### config.mk
export PLATFORM = sky130hd
export DESIGN_NAME = operand_seq_flat
export DESIGN_NICKNAME = d
export VERILOG_FILES = /design/src/rtl/operand_seq_pkg.sv /design/src/rtl/operand_seq_if.sv /design/src/rtl/operand_seq_entry_timeout.sv /design/src/rtl/operand_seq.sv /design/src/flat_wrapper.sv
export SDC_FILE = /design/constraint.sdc
export NUM_CORES = 1
export LEC_CHECK = 0
export ABC_AREA = 1
export CELL_PAD_IN_SITES_DETAIL_PLACEMENT = 0
export CELL_PAD_IN_SITES_GLOBAL_PLACEMENT = 1
export CORE_UTILIZATION = 30
export DETAILED_ROUTE_END_ITERATION = 16
export HOLD_SLACK_MARGIN = 0.03
export PLACE_DENSITY = 0.8
export SLEW_MARGIN = 20
export SYNTH_ARGS = -nofsm -noshare
export SYNTH_HDL_FRONTEND = slang
export SYNTH_SLANG_ARGS = --single-unit
### constraint.sdc
create_clock -name clk -period 2.46 [get_ports clk]
set_input_delay 0.246 -clock clk [delete_from_list [all_inputs] [get_ports clk]]
set_output_delay 0.246 -clock clk [all_outputs]
set_load 0.02 [all_outputs]
### src/rtl/operand_seq_pkg.sv
// Shared widths, state encoding and slot constants for the operand sequencer.
package operand_seq_pkg;

  localparam int unsigned NIB_W     = 4;
  localparam int unsigned OPERAND_W = 12;
  localparam int unsigned SLOT_W    = 3;

  typedef logic [2:0] state_t;

  localparam state_t LOAD_A = 3'd0;
  localparam state_t LOAD_B = 3'd1;
  localparam state_t CALC   = 3'd2;
  localparam state_t CAPT   = 3'd3;
  localparam state_t HOLD   = 3'd4;

  localparam logic [SLOT_W-1:0] SLOT_W1_MSN = 3'd0;
  localparam logic [SLOT_W-1:0] SLOT_W2_MSN = 3'd3;

  function automatic logic is_load(input state_t s);
    return (s == LOAD_A) || (s == LOAD_B);
  endfunction

endpackage

### src/rtl/operand_seq_if.sv
// Bus between the sequencer and its neighbours: keypad events, datapath, result handshake.
interface operand_seq_if
  import operand_seq_pkg::*;
();

  logic                 key_valid;
  logic [NIB_W-1:0]     key_code;
  logic                 clear;
  logic [NIB_W-1:0]     sample;
  logic                 sample_we;
  logic [SLOT_W-1:0]    slot;
  logic                 calc;
  logic [OPERAND_W-1:0] sum_in;
  logic [OPERAND_W-1:0] result;
  logic                 res_valid;
  logic                 res_ready;
  logic                 busy;
  logic                 timeout;

  // Sequencer side
  modport master (
    input  key_valid, key_code, clear, sum_in, res_ready,
    output sample, sample_we, slot, calc, result, res_valid, busy, timeout
  );

  // Keypad, datapath and display side
  modport slave (
    output key_valid, key_code, clear, sum_in, res_ready,
    input  sample, sample_we, slot, calc, result, res_valid, busy, timeout
  );

endinterface

### src/rtl/operand_seq_entry_timeout.sv
// Idle counter for partial operand entry; expired pulses for one cycle at TIMEOUT_CYC-1.
module entry_timeout #(
  parameter int unsigned TIMEOUT_CYC = 50_000_000
) (
  input  logic clk,
  input  logic n_reset,
  input  logic restart,
  input  logic enable,
  output logic expired
);

  localparam int unsigned CntW = (TIMEOUT_CYC > 1) ? $clog2(TIMEOUT_CYC) : 1;
  localparam logic [CntW-1:0] CntLast = CntW'(TIMEOUT_CYC - 1);

  logic [CntW-1:0] cnt_q, cnt_d;

  assign expired = enable && (cnt_q == CntLast);

  always_comb begin
    cnt_d = cnt_q + CntW'(1);
    if (restart || expired || !enable) begin
      cnt_d = '0;
    end
  end

  always_ff @(posedge clk or negedge n_reset) begin
    if (!n_reset) begin
      cnt_q <= '0;
    end else begin
      cnt_q <= cnt_d;
    end
  end

endmodule

### src/rtl/operand_seq.sv
// Operand entry sequencer for the nibble-serial 12-bit adder.
// The entry timeout is built only when OPERAND_SEQ_TIMEOUT_EN is defined.
module operand_seq
  import operand_seq_pkg::*;
#(
  parameter int unsigned DIGITS      = 3,
  parameter int unsigned TIMEOUT_CYC = 50_000_000
) (
  input  logic          clk,
  input  logic          n_reset,
  operand_seq_if.master bus
);

  localparam logic [SLOT_W-1:0] IdxLastA = SLOT_W'(DIGITS - 1);
  localparam logic [SLOT_W-1:0] IdxLastB = SLOT_W'(2 * DIGITS - 1);

  state_t               state_q, state_d;
  logic [SLOT_W-1:0]    idx_q, idx_d;
  logic [NIB_W-1:0]     sample_q;
  logic                 sample_we_q;
  logic [SLOT_W-1:0]    slot_q;
  logic                 calc_q;
  logic [OPERAND_W-1:0] result_q;
  logic                 res_valid_q;
  logic                 timeout_q;

  logic in_load;
  logic expired;
  logic abort;
  logic key_acc;

  assign in_load = is_load(state_q);

`ifdef OPERAND_SEQ_TIMEOUT_EN
  entry_timeout #(
    .TIMEOUT_CYC (TIMEOUT_CYC)
  ) u_entry_timeout (
    .clk     (clk),
    .n_reset (n_reset),
    .restart (bus.key_valid && in_load),
    .enable  (in_load && (idx_q != SLOT_W1_MSN)),
    .expired (expired)
  );
`else
  logic unused_timeout_cfg;
  assign unused_timeout_cfg = ^TIMEOUT_CYC;
  assign expired = 1'b0;
`endif

  // A timeout abort behaves exactly like clear; clear always wins over a key.
  assign abort   = bus.clear || expired;
  assign key_acc = bus.key_valid && in_load && !abort;

  always_comb begin
    state_d = state_q;
    idx_d   = idx_q;
    if (abort) begin
      state_d = LOAD_A;
      idx_d   = SLOT_W1_MSN;
    end else begin
      case (state_q)
        LOAD_A: begin
          if (key_acc) begin
            idx_d = idx_q + SLOT_W'(1);
            if (idx_q == IdxLastA) begin
              state_d = LOAD_B;
            end
          end
        end
        LOAD_B: begin
          if (key_acc) begin
            idx_d = idx_q + SLOT_W'(1);
            if (idx_q == IdxLastB) begin
              state_d = CALC;
              idx_d   = SLOT_W1_MSN;
            end
          end
        end
        // Stay one extra cycle so calc is registered before moving to capture.
        CALC: begin
          if (calc_q) begin
            state_d = CAPT;
          end
        end
        CAPT: begin
          state_d = HOLD;
        end
        HOLD: begin
          if (res_valid_q && bus.res_ready) begin
            state_d = LOAD_A;
            idx_d   = SLOT_W1_MSN;
          end
        end
        default: begin
          state_d = LOAD_A;
          idx_d   = SLOT_W1_MSN;
        end
      endcase
    end
  end

  always_ff @(posedge clk or negedge n_reset) begin
    if (!n_reset) begin
      state_q     <= LOAD_A;
      idx_q       <= SLOT_W1_MSN;
      sample_q    <= '0;
      sample_we_q <= 1'b0;
      slot_q      <= '0;
      calc_q      <= 1'b0;
      result_q    <= '0;
      res_valid_q <= 1'b0;
      timeout_q   <= 1'b0;
    end else begin
      state_q     <= state_d;
      idx_q       <= idx_d;
      sample_we_q <= key_acc;
      if (key_acc) begin
        sample_q <= bus.key_code;
        slot_q   <= idx_q;
      end
      calc_q    <= (state_q == CALC) && !calc_q && !abort;
      timeout_q <= expired;
      if ((state_q == CAPT) && !abort) begin
        result_q <= bus.sum_in;
      end
      if (abort) begin
        res_valid_q <= 1'b0;
      end else if (state_q == CAPT) begin
        res_valid_q <= 1'b1;
      end else if (res_valid_q && bus.res_ready) begin
        res_valid_q <= 1'b0;
      end
    end
  end

  assign bus.sample    = sample_q;
  assign bus.sample_we = sample_we_q;
  assign bus.slot      = slot_q;
  assign bus.calc      = calc_q;
  assign bus.result    = result_q;
  assign bus.res_valid = res_valid_q;
  assign bus.busy      = (state_q == CALC) || (state_q == CAPT) || (state_q == HOLD);
  assign bus.timeout   = timeout_q;

endmodule

### src/flat_wrapper.sv
// flat-port wrapper written by rule: the top's interface ports become plain ports
module operand_seq_flat import operand_seq_pkg::*;
#(
  parameter int unsigned DIGITS      = 3,
  parameter int unsigned TIMEOUT_CYC = 50_000_000
)
  (clk, n_reset, bus_key_valid, bus_key_code, bus_clear, bus_sum_in, bus_res_ready, bus_sample, bus_sample_we, bus_slot, bus_calc, bus_result, bus_res_valid, bus_busy, bus_timeout);
  operand_seq_if bus_i ();
  input  logic clk;
  input  logic n_reset;
  input wire logic [$bits(bus_i.key_valid)-1:0] bus_key_valid;
  input wire logic [$bits(bus_i.key_code)-1:0] bus_key_code;
  input wire logic [$bits(bus_i.clear)-1:0] bus_clear;
  input wire logic [$bits(bus_i.sum_in)-1:0] bus_sum_in;
  input wire logic [$bits(bus_i.res_ready)-1:0] bus_res_ready;
  output wire logic [$bits(bus_i.sample)-1:0] bus_sample;
  output wire logic [$bits(bus_i.sample_we)-1:0] bus_sample_we;
  output wire logic [$bits(bus_i.slot)-1:0] bus_slot;
  output wire logic [$bits(bus_i.calc)-1:0] bus_calc;
  output wire logic [$bits(bus_i.result)-1:0] bus_result;
  output wire logic [$bits(bus_i.res_valid)-1:0] bus_res_valid;
  output wire logic [$bits(bus_i.busy)-1:0] bus_busy;
  output wire logic [$bits(bus_i.timeout)-1:0] bus_timeout;
  assign bus_i.key_valid = bus_key_valid;
  assign bus_i.key_code = bus_key_code;
  assign bus_i.clear = bus_clear;
  assign bus_i.sum_in = bus_sum_in;
  assign bus_i.res_ready = bus_res_ready;
  assign bus_sample = bus_i.sample;
  assign bus_sample_we = bus_i.sample_we;
  assign bus_slot = bus_i.slot;
  assign bus_calc = bus_i.calc;
  assign bus_result = bus_i.result;
  assign bus_res_valid = bus_i.res_valid;
  assign bus_busy = bus_i.busy;
  assign bus_timeout = bus_i.timeout;
  operand_seq #(.DIGITS(DIGITS), .TIMEOUT_CYC(TIMEOUT_CYC)) u_core (.clk(clk), .n_reset(n_reset), .bus(bus_i));
endmodule
==> results of run 1 <==
routing by layer:
| layer | part of all wire | vias to the layer above |
|---|---|---|
| li1 | - | 540 |
| met1 | 0.48 | 506 |
| met2 | 0.46 | 30 |
| met3 | 0.052 | 2 |
| met4 | 0.0015 | 0 |
| met5 | 0 | - |
registers in the layout, indices dropped and copies added, names as in the netlist:
name / cells
u_core.idx_q: 3
u_core.bus.res_valid: 1
u_core.state_q: 3
u_core.bus.calc: 1
u_core.bus.slot: 3
u_core.bus.result: 12
u_core.bus.sample_we: 1
u_core.bus.sample: 4
area by class of cell:
class,instances,area share
Clock buffer,4,0.0292
Inverter,15,0.0299
Multi-Input combinational cell,97,0.302
Sequential cell,28,0.372
Tap cell,52,0.0345
Timing Repair Buffer,44,0.232
power breakdown:
group          switching [W]  internal [W]  total [W]
logic               0.000513      0.000528    0.00104
clock network       0.000142      0.000143   0.000285
registers           0.000141      0.000643   0.000784
logic make-up after synthesis:
group,Yosys count,synth area share
buffers and inverters,19,0.0662
DFF,28,0.515
adders and majority gates,3,0.0276
other,1,0.00276
AOI/OAI and AO/OA,7,0.0276
and+or+nand+nor,74,0.239
muxes,12,0.121
stage by stage:
| step | power (W) | worst slack [ns] | util | hold WS (ns) |
|---|---|---|---|---|
| after floorplan | 0.00141 | 1.15 | - | -0.0496 |
| after global placement | 0.00182 | 0.681 | 0.420 | 0.455 |
| after detailed placement | 0.00184 | 0.657 | 0.420 | 0.472 |
| after CTS | 0.00214 | 0.410 | 0.433 | 0.356 |
| after global routing | 0.00227 | 0.297 | 0.433 | 0.373 |
| final | 0.00211 | 0.415 | 0.433 | 0.349 |
placed cells by master, fill, tap and decap left out, drive strengths merged:
| cell | count |
|---|---|
| conb | 1 |
| o21ai | 6 |
| mux2 | 12 |
| nor2 | 15 |
| buf | 1 |
| inv | 15 |
| nor3 | 3 |
| clkdlybuf4s50 | 43 |
| o21a | 1 |
| ha | 3 |
| clkbuf | 4 |
| nand4 | 1 |
| nand3 | 11 |
| dfrtp | 28 |
| nand2 | 44 |
worst max path at each step:
stage	startpoint	to	slack [ns]	depth (start not counted)
floorplan	u_core.state_q[2]$_DFFE_PN0P_	u_core.bus.result[10]$_DFFE_PN0P_	1.15	4
global placement	bus_clear	u_core.bus.result[9]$_DFFE_PN0P_	0.68	4
detailed placement	bus_clear	u_core.bus.result[7]$_DFFE_PN0P_	0.66	4
CTS	u_core.state_q[1]$_DFFE_PN0P_	bus_busy	0.41	4
global route	u_core.state_q[1]$_DFFE_PN0P_	bus_busy	0.30	4
finish	u_core.state_q[1]$_DFFE_PN0P_	bus_busy	0.42	4
worst max-delay path, cell delays in order (launching register included):
cell and delay (ns):
dfrtp_1 0.49, nor2_1 0.26, nand2_1 0.07, o21ai_0 0.08, clkdlybuf4s50_1 0.63
==> metrics.csv, run 1 <==
stage,metric,value,unit
clock_network,clk root buf,clkbuf_8,
yosys,top post-synthesis cells by count,"nand2_1 (44), dfrtp_1 (28), inv_1 (14), nor2_1 (13), nand3_1 (10)",
yosys,largest area contributor in the netlist,dfrtp_1,
die,core area,0.00435,sq mm
sta,Layout Skew,0.00331,ns
placement,port bufs,43,
clock_network,Num CTS Buffers,3,
worst_setup_path,worst path arrival time,1.80,ns
worst_setup_path,Worst Reg-to-Reg Cells,7,
yosys,synthesized cell area,0.00136,sq mm
worst_setup_path,reg2reg setup slack,1.00,ns
clock_network,Worst-Skew Late Latency,0.27,ns
clock_network,Clock Path Buffers,2,
placement,placed cell area,0.00183,sq mm
worst_setup_path,reg2reg start,u_core.state_q[0]$_DFFE_PN0P_,
worst_setup_path,CP required,2.21,ns
die,I/O pins,45,
yosys,Synth cell types,18,
die,FP Rows,24,
final_layout,Layout area overhead,38.5,%
die,die area,0.00481,sq mm
grt,GR Layer Usage met3,0.0305,
grt,GRT Overall Usage,0.124,
detailed_routing,drt total wl,2710,um
clock_network,H-Tree Depth,1,
placement,dpl hpwl,2000,um
final_layout,final non-filler cell total,240,
grt,first-pass GRT wire length,4920,um
clock_network,Clock Sinks,28,
grt,largest net degree at the start of global routing,29,
grt,Congestion Overflow GR,0,
sta,"Slew Viols, Final",0,
outcome,status,"complete, no violations",
worst_hold_path,Hold Crit Class,in2async,
die,Initial Utilization,0.312,
final_layout,fraction of layout cells with a size suffix above 1,0.112,
worst_setup_path,class of the most critical setup path,reg2out,
yosys,top-area cell type share of the netlist area,0.515,
detailed_routing,routed vias/inst,4.49,
detailed_routing,1st-iter DRT viols,48,
yosys,Cells after Synth,144,
yosys,Syn Area/Cell,9.44,sq um
detailed_routing,post-DR wirelength/cell,11.3,um
clock_network,hold_buf cts,0,
power,static leakage,0.953,nW
yosys,syn_nets,168,
yosys,most common cell in the synthesized netlist,nand2_1,
sta,RSZ-0062 raised after global routing,no,
detailed_routing,DRC Markers,0,
clock_network,CTS tree,yes,
worst_setup_path,critical path startpoint category,flop,
power,Peak VDD IR,0.511,mV
yosys,synth top area cells,"dfrtp_1 (52%), nand2_1 (12%), mux2_4 (8.8%), inv_1 (3.9%), nand3_1 (3.7%)",
die,die width,69.3,um
sta,Final min period,2.04,ns
worst_setup_path,CP Capture Type,output port,
detailed_routing,post-route ant nets,0,
yosys,count of flip-flops with a built-in enable after synthesis,0,
worst_setup_path,Crit Path Max Fanout,8,
sta,fmax,0.489,GHz
placement,routability cong.,0.835,
final_layout,multi-input logic area,569,sq um
power,PD cells,1120,mW/mm^2
grt,routing usage on met2,0.205,
grt,initial antenna violation count,0,
yosys,register area share after synthesis,0.515,
die,Chip Height,69.3,um
grt,met1 GRT Util,0.166,
final_layout,fill count,423,
grt,vias in the first global route,1077,
yosys,synth warn,0,
yosys,asr flop ratio synth,1.00,
final_layout,cell area after layout,0.00188,sq mm
yosys,Most used DFF post-synth,dfrtp_1,
placement,dpl cells,236,
sta,# setup viols final,0,
detailed_routing,number of vias in the routed layout,1078,
grt,gr busiest metal,met2,
clock_network,Post-CTS Resized,0,
detailed_routing,Pre-antenna DRT Iters,4,
sta,"Hold Vio Cnt, Final",0,
clock_network,"Reg clk slew, reported paths",0.10,ns
yosys,synthesis-stage register bit count,28,
worst_setup_path,worst reg2reg endpoint,u_core.idx_q[2]$_DFFE_PN0P_,
sta,fin crit share,0.831,
flow_run,Max-Cap Viols,0,
sta,setup TNS,0,ns
clock_network,Post-CTS Setup Inserts,0,
final_layout,Reg area,701,sq um
final_layout,n_diodes,0,
final_layout,nets,213,
Note: power is estimated with default switching activity, not from simulation.
==> run 2, diff against run 1 <==
clock period = 2 ns   (was 2.46 ns; I/O delays follow)
==> metrics.csv, run 2 (synthesis results as in run 1) <==
stage,metric,value,unit,change
outcome,status,"complete, no violations",,
sta,RSZ-0062 raised after global routing,no,,
final_layout,"commonest non-fill, non-tap cell in the layout",nand2_1,,
final_layout,max reg flops,12,,unchanged
placement,port bufs,43,,unchanged
worst_setup_path,reg2reg setup slack,0.57,ns,-0.43 ns
power,Total Power,0.00271,W,+28%
sta,"Slew Viols, Final",0,,unchanged
clock_network,hold_buf cts,0,,unchanged
grt,GRT Overall Usage,0.120,,-0.00327
worst_setup_path,critical path startpoint category,flop,,
placement,dpl cells,238,,+0.85%
final_layout,n_diodes,0,,unchanged
worst_hold_path,Hold Crit Class,in2async,,
clock_network,CTS tree,yes,,
final_layout,fill count,411,,-2.8%
clock_network,Clock Path Buffers,2,,unchanged
final_layout,Layout area overhead,41.2,%,
detailed_routing,DRC Markers,0,,unchanged
final_layout,Reg area,701,sq um,unchanged
clock_network,Post-CTS Setup Inserts,0,,unchanged
die,Initial Utilization,0.312,,unchanged
die,core area,0.00435,sq mm,unchanged
worst_setup_path,CP Capture Type,output port,,
final_layout,fraction of layout cells with a size suffix above 1,0.126,,+0.0146
clock_network,"Reg clk slew, reported paths",0.09,ns,about the same
worst_setup_path,Crit Path Max Fanout,5,,-3
clock_network,H-Tree Depth,1,,unchanged
die,die area,0.00481,sq mm,unchanged
detailed_routing,routed vias/inst,4.36,,-2.9%
final_layout,Final Util,0.441,,+0.00833
worst_setup_path,worst reg2reg endpoint,u_core.idx_q[1]$_DFFE_PN0P_,,
sta,# setup viols final,0,,unchanged
worst_setup_path,reg2reg start,u_core.state_q[0]$_DFFE_PN0P_,,
detailed_routing,post-route ant nets,0,,unchanged
sta,Layout Skew,0.00227,ns,-0.00104 ns
clock_network,Clock Sinks,28,,unchanged
grt,first-pass GRT wire length,4670,um,-5.0%
die,FP Rows,24,,unchanged
final_layout,final non-filler cell total,242,,+0.83%
sta,worst hold slack,0.294,ns,-0.0558 ns
grt,largest net degree at the start of global routing,29,,unchanged
clock_network,Num CTS Buffers,3,,unchanged
sta,fmax,0.652,GHz,
detailed_routing,Pre-antenna DRT Iters,4,,unchanged
power,static leakage,0.988,nW,+3.6%
detailed_routing,number of vias in the routed layout,1055,,-2.1%
detailed_routing,post-DR wirelength/cell,10.6,um,-5.7%
sta,fin crit share,0.767,,
placement,dpl hpwl,1910,um,-4.4%
grt,vias in the first global route,1011,,-6.1%
sta,"Hold Vio Cnt, Final",0,,unchanged
grt,initial antenna violation count,0,,unchanged
detailed_routing,1st-iter DRT viols,78,,+63%
detailed_routing,drt total wl,2570,um,-4.9%
worst_setup_path,CP required,1.80,ns,-0.41 ns
die,die width,69.3,um,unchanged
worst_setup_path,class of the most critical setup path,reg2out,,
power,PD cells,1410,mW/mm^2,+26%
final_layout,multi-input logic area,572,sq um,+0.44%
sta,setup TNS,0,ns,unchanged
final_layout,nets,215,,+0.94%
clock_network,clk root buf,clkbuf_8,,
final_layout,"commonest non-fill, non-tap cells in the layout","nand2_1 (44), clkdlybuf4s50_1 (42), dfrtp_1 (28)",,
worst_setup_path,worst path arrival time,1.33,ns,-0.47 ns
power,Peak VDD IR,0.557,mV,+8.9%
die,I/O pins,45,,unchanged
sta,Final min period,1.53,ns,
die,Chip Height,69.3,um,unchanged
clock_network,Post-CTS Resized,0,,unchanged
grt,Congestion Overflow GR,0,,unchanged
worst_setup_path,Worst Reg-to-Reg Cells,9,,+2
placement,routability cong.,0.893,,+7.0%
flow_run,Max-Cap Viols,0,,unchanged
clock_network,Worst-Skew Late Latency,0.27,ns,about the same
[run 2: changes by cell type in the layout (fill, tap and decap cells not counted), sizes merged]
cell | before | now
buf | 1 | 3
dlymetal6s2s | 0 | 1
clkdlybuf4s50 | 43 | 42
bufinv | 0 | 1
clkbuf | 4 | 3
[run 2: through the flow]
step,area [sq um],setup WS [ns]
after floorplan,1360,0.686
after global placement,1840,0.306
after detailed placement,1840,0.253
after CTS,1920,0.00606
after global routing,1920,0.343
final,1920,0.465
[run 2: final cells by class]
class | instances | share of cell area
Sequential cell | 28 | 0.365
Tap cell | 52 | 0.0339
Inverter | 15 | 0.0293
Multi-Input combinational cell | 97 | 0.298
Timing Repair Buffer | 46 | 0.237
Clock buffer | 3 | 0.0215
Clock inverter | 1 | 0.0156
[run 2: routing by layer]
| metal | vias to the layer above | GRT usage | wire (um) |
|---|---|---|---|
| met1 | 468 | 0.165 | 1210 |
| met5 | - | 0 | 0 |
| li1 | 543 | - | - |
| met4 | 0 | 0.0476 | 40 |
| met3 | 5 | 0.0233 | 130 |
| met2 | 39 | 0.188 | 1190 |
[run 2: how the worst max path moves through the flow]
stage / from / endpoint / slack [ns] / depth (start not counted)
global route: u_core.state_q[1]$_DFFE_PN0P_ / bus_busy / 0.34 / 4
CTS: u_core.state_q[1]$_DFFE_PN0P_ / bus_busy / 0.006 / 4
floorplan: u_core.state_q[2]$_DFFE_PN0P_ / u_core.bus.result[10]$_DFFE_PN0P_ / 0.69 / 4
detailed placement: bus_clear / u_core.bus.result[11]$_DFFE_PN0P_ / 0.25 / 4
global placement: bus_clear / u_core.idx_q[1]$_DFFE_PN0P_ / 0.31 / 8
finish: u_core.state_q[1]$_DFFE_PN0P_ / bus_busy / 0.47 / 4
[run 2: critical path: stages, from the launching register on]
cell and delay (ns):
dfrtp_1 0.47, nor2_2 0.21, nand2_1 0.06, o21ai_0 0.07, dlymetal6s2s_1 0.24
[run 2: power by group]
part	internal, W	switching (W)	leakage [nW]
Combinational	0.000668	0.000646	0.586
Clock	0.000268	0.000177	0.0357
Sequential	0.000791	0.000156	0.366
Total	0.00173	0.000979	0.988
==> run 3, diff against run 2 <==
PLACE_DENSITY = 0.83   (was 0.8)
clock period = 1.3 ns   (was 2 ns; I/O delays follow)
==> metrics.csv, run 3 (synthesis results as in run 1) <==
stage,metric,value,unit,change
power,Clock power frac,0.124,,-0.041
final_layout,cell area after layout,0.00220,sq mm,+14%
die,FP Rows,24,,unchanged
worst_setup_path,CP Cell Sequence,nor2_4 > buf_6 > nand3_4 > mux2_4,,
worst_setup_path,Crit path max-delay family,flip-flops,,
sta,Layout Skew,0.00559,ns,+0.00332 ns
power,P_sw,0.00170,W,+74%
detailed_routing,Pre-antenna DRT Iters,4,,unchanged
clock_network,Num CTS Buffers,3,,unchanged
final_layout,"commonest non-fill, non-tap cells in the layout","nand2_1 (37), dfrtp_1 (27), buf_4 (24)",,
die,core area,0.00435,sq mm,unchanged
outcome,failing checks,negative setup slack,,
final_layout,fraction of layout cells with a size suffix above 1,0.346,,+0.219
die,die area,0.00481,sq mm,unchanged
placement,routability cong.,0.855,,-4.3%
clock_network,Clock Path Buffers,2,,unchanged
detailed_routing,routed vias/inst,4.43,,+1.6%
grt,largest net degree at the start of global routing,29,,unchanged
grt,initial antenna violation count,0,,unchanged
detailed_routing,drt total wl,3070,um,+19%
final_layout,fill count,407,,-0.97%
detailed_routing,post-route ant nets,0,,unchanged
clock_network,clk root buf,clkbuf_8,,
sta,setup TNS,-0.610,ns,-0.610 ns
sta,Final WS setup,-0.0644,ns,-0.530 ns
worst_hold_path,Hold Crit Class,in2async,,
sta,"Hold Vio Cnt, Final",0,,unchanged
die,I/O pins,45,,unchanged
clock_network,H-Tree Depth,1,,unchanged
placement,dpl hpwl,2090,um,+9.2%
worst_setup_path,critical path startpoint category,flop,,
worst_setup_path,CP Capture Type,flop,,
sta,fmax,0.733,GHz,
outcome,status,finished with violations,,
worst_setup_path,worst reg2reg endpoint,u_core.bus.result[5]$_DFFE_PN0P_,,
final_layout,n_diodes,0,,unchanged
worst_setup_path,slowest CP cell,dfrtp_2,,
worst_setup_path,reg2reg setup slack,-0.06,ns,-0.63 ns
sta,RSZ-0062 raised after global routing,yes,,
worst_setup_path,Crit Path Max Fanout,7,,+2
worst_setup_path,CP peak stage delay,0.45,ns,-0.02 ns
placement,placed cell area,0.00199,sq mm,+8.0%
clock_network,Clock Sinks,28,,unchanged
grt,GRT Overall Usage,0.138,,+0.0178
worst_setup_path,class of the most critical setup path,reg2reg,,
power,Seq pwr share,0.329,,-0.021
flow_run,Max-Cap Viols,0,,unchanged
sta,# setup viols final,18,,+18
final_layout,nets,242,,+13%
worst_setup_path,Worst Reg-to-Reg Cells,4,,-5
sta,fin crit share,1.05,,
power,static leakage,1.18,nW,+19%
detailed_routing,number of vias in the routed layout,1191,,+13%
sta,"Slew Viols, Final",0,,unchanged
clock_network,Worst-Skew Late Latency,0.28,ns,about the same
power,internal power,0.00264,W,+53%
grt,first-pass GRT wire length,5330,um,+14%
final_layout,Layout area overhead,61.6,%,
detailed_routing,1st-iter DRT viols,52,,-33%
power,Peak VDD IR,0.954,mV,+71%
final_layout,"commonest non-fill, non-tap cell in the layout",nand2_1,,
die,die width,69.3,um,unchanged
placement,Place WS,-0.282,ns,-0.535 ns
power,PD cells,1980,mW/mm^2,+40%
worst_setup_path,CP required,1.47,ns,-0.33 ns
placement,port bufs,43,,unchanged
grt,vias in the first global route,1208,,+19%
detailed_routing,post-DR wirelength/cell,11.4,um,+7.4%
sta,Final min period,1.36,ns,
power,switch share,0.392,,+0.0304
final_layout,multi-input logic area,671,sq um,+17%
detailed_routing,DRC Markers,0,,unchanged
clock_network,CTS tree,yes,,
grt,Congestion Overflow GR,0,,unchanged
clock_network,"Reg clk slew, reported paths",0.09,ns,about the same
die,Chip Height,69.3,um,unchanged
final_layout,Reg area,702,sq um,+0.18%
worst_setup_path,reg2reg start,u_core.state_q[2]$_DFFE_PN0P_,,
power,Gate power share,0.548,,+0.062
worst_setup_path,Crit path buffers/inverters,1,,unchanged
die,Initial Utilization,0.312,,unchanged
worst_setup_path,worst path arrival time,1.54,ns,+0.21 ns
final_layout,max reg flops,12,,unchanged
[run 3: changes by cell type in the layout (fill, tap and decap cells not counted), sizes merged]
| cell | delta |
|---|---|
| clkbuf | +1 |
| dlygate4sd2 | +22 |
| bufinv | -1 |
| clkdlybuf4s50 | -22 |
| nand3 | +1 |
| buf | +27 |
| dlymetal6s2s | -1 |
[run 3: power by group through the flow]
stage	clock [W]	sequential [W]	combinational (W)
floorplan	0	0.00177	0.000897
global placement	0	0.00144	0.00226
detailed placement	0	0.00144	0.00228
CTS	0.000551	0.00143	0.00225
global route	0.000593	0.00149	0.00257
finish	0.000536	0.00143	0.00238
[run 3: repair_timing]
item | CTS | global route
endpoints found under the setup margin | 40 | 25
hold buffers | 0 | 0
cloned | 1 | 0
pin swaps | 7 | 7
resized for setup | 46 | 19
buffers inserted | 7 | 1
[run 3: metrics by stage]
step | util | cells | hold WS [ns] | power, W
2_1_floorplan | - | 144 | -0.166 | 0.00266
6_report | 0.505 | 269 | 0.190 | 0.00434
4_1_cts | 0.490 | 268 | 0.202 | 0.00423
3_5_place_dp | 0.457 | 256 | 0.459 | 0.00372
3_3_place_gp | 0.457 | 256 | 0.456 | 0.00370
5_1_grt | 0.505 | 269 | 0.209 | 0.00465
[run 3: how the worst max path moves through the flow]
| stage | depth (start not counted) | start | to | slack, ns |
|---|---|---|---|---|
| after floorplan | 4 | u_core.state_q[2]$_DFFE_PN0P_ | u_core.bus.result[10]$_DFFE_PN0P_ | 0.01 |
| after global placement | 9 | bus_clear | u_core.idx_q[0]$_DFFE_PN0P_ | -0.26 |
| after detailed placement | 4 | bus_clear | u_core.bus.result[6]$_DFFE_PN0P_ | -0.28 |
| after CTS | 3 | u_core.state_q[2]$_DFFE_PN0P_ | u_core.bus.result[4]$_DFFE_PN0P_ | -0.04 |
| after global routing | 4 | u_core.state_q[2]$_DFFE_PN0P_ | u_core.bus.result[5]$_DFFE_PN0P_ | -0.11 |
| final | 4 | u_core.state_q[2]$_DFFE_PN0P_ | u_core.bus.result[5]$_DFFE_PN0P_ | -0.06 |
[run 3: worst reg2reg max path: cells and delay by family, from the launching register on]
kind / cells / cell delay, ns
mux: 1 / 0.32
flops: 1 / 0.45
buf+inv: 1 / 0.14
simple gates: 2 / 0.35
[run 3: layer usage]
metal,vias up,track usage,routed length [um]
met5,-,0,0
met4,0,0.0408,39
met2,31,0.242,1550
li1,600,-,-
met3,4,0.0363,152
met1,556,0.166,1330
[run 3: final cells by class]
class,instances,share of cell area
Multi-Input combinational cell,98,0.305
Clock buffer,4,0.0250
Sequential cell,28,0.319
Timing Repair Buffer,72,0.295
Tap cell,52,0.0296
Inverter,15,0.0256
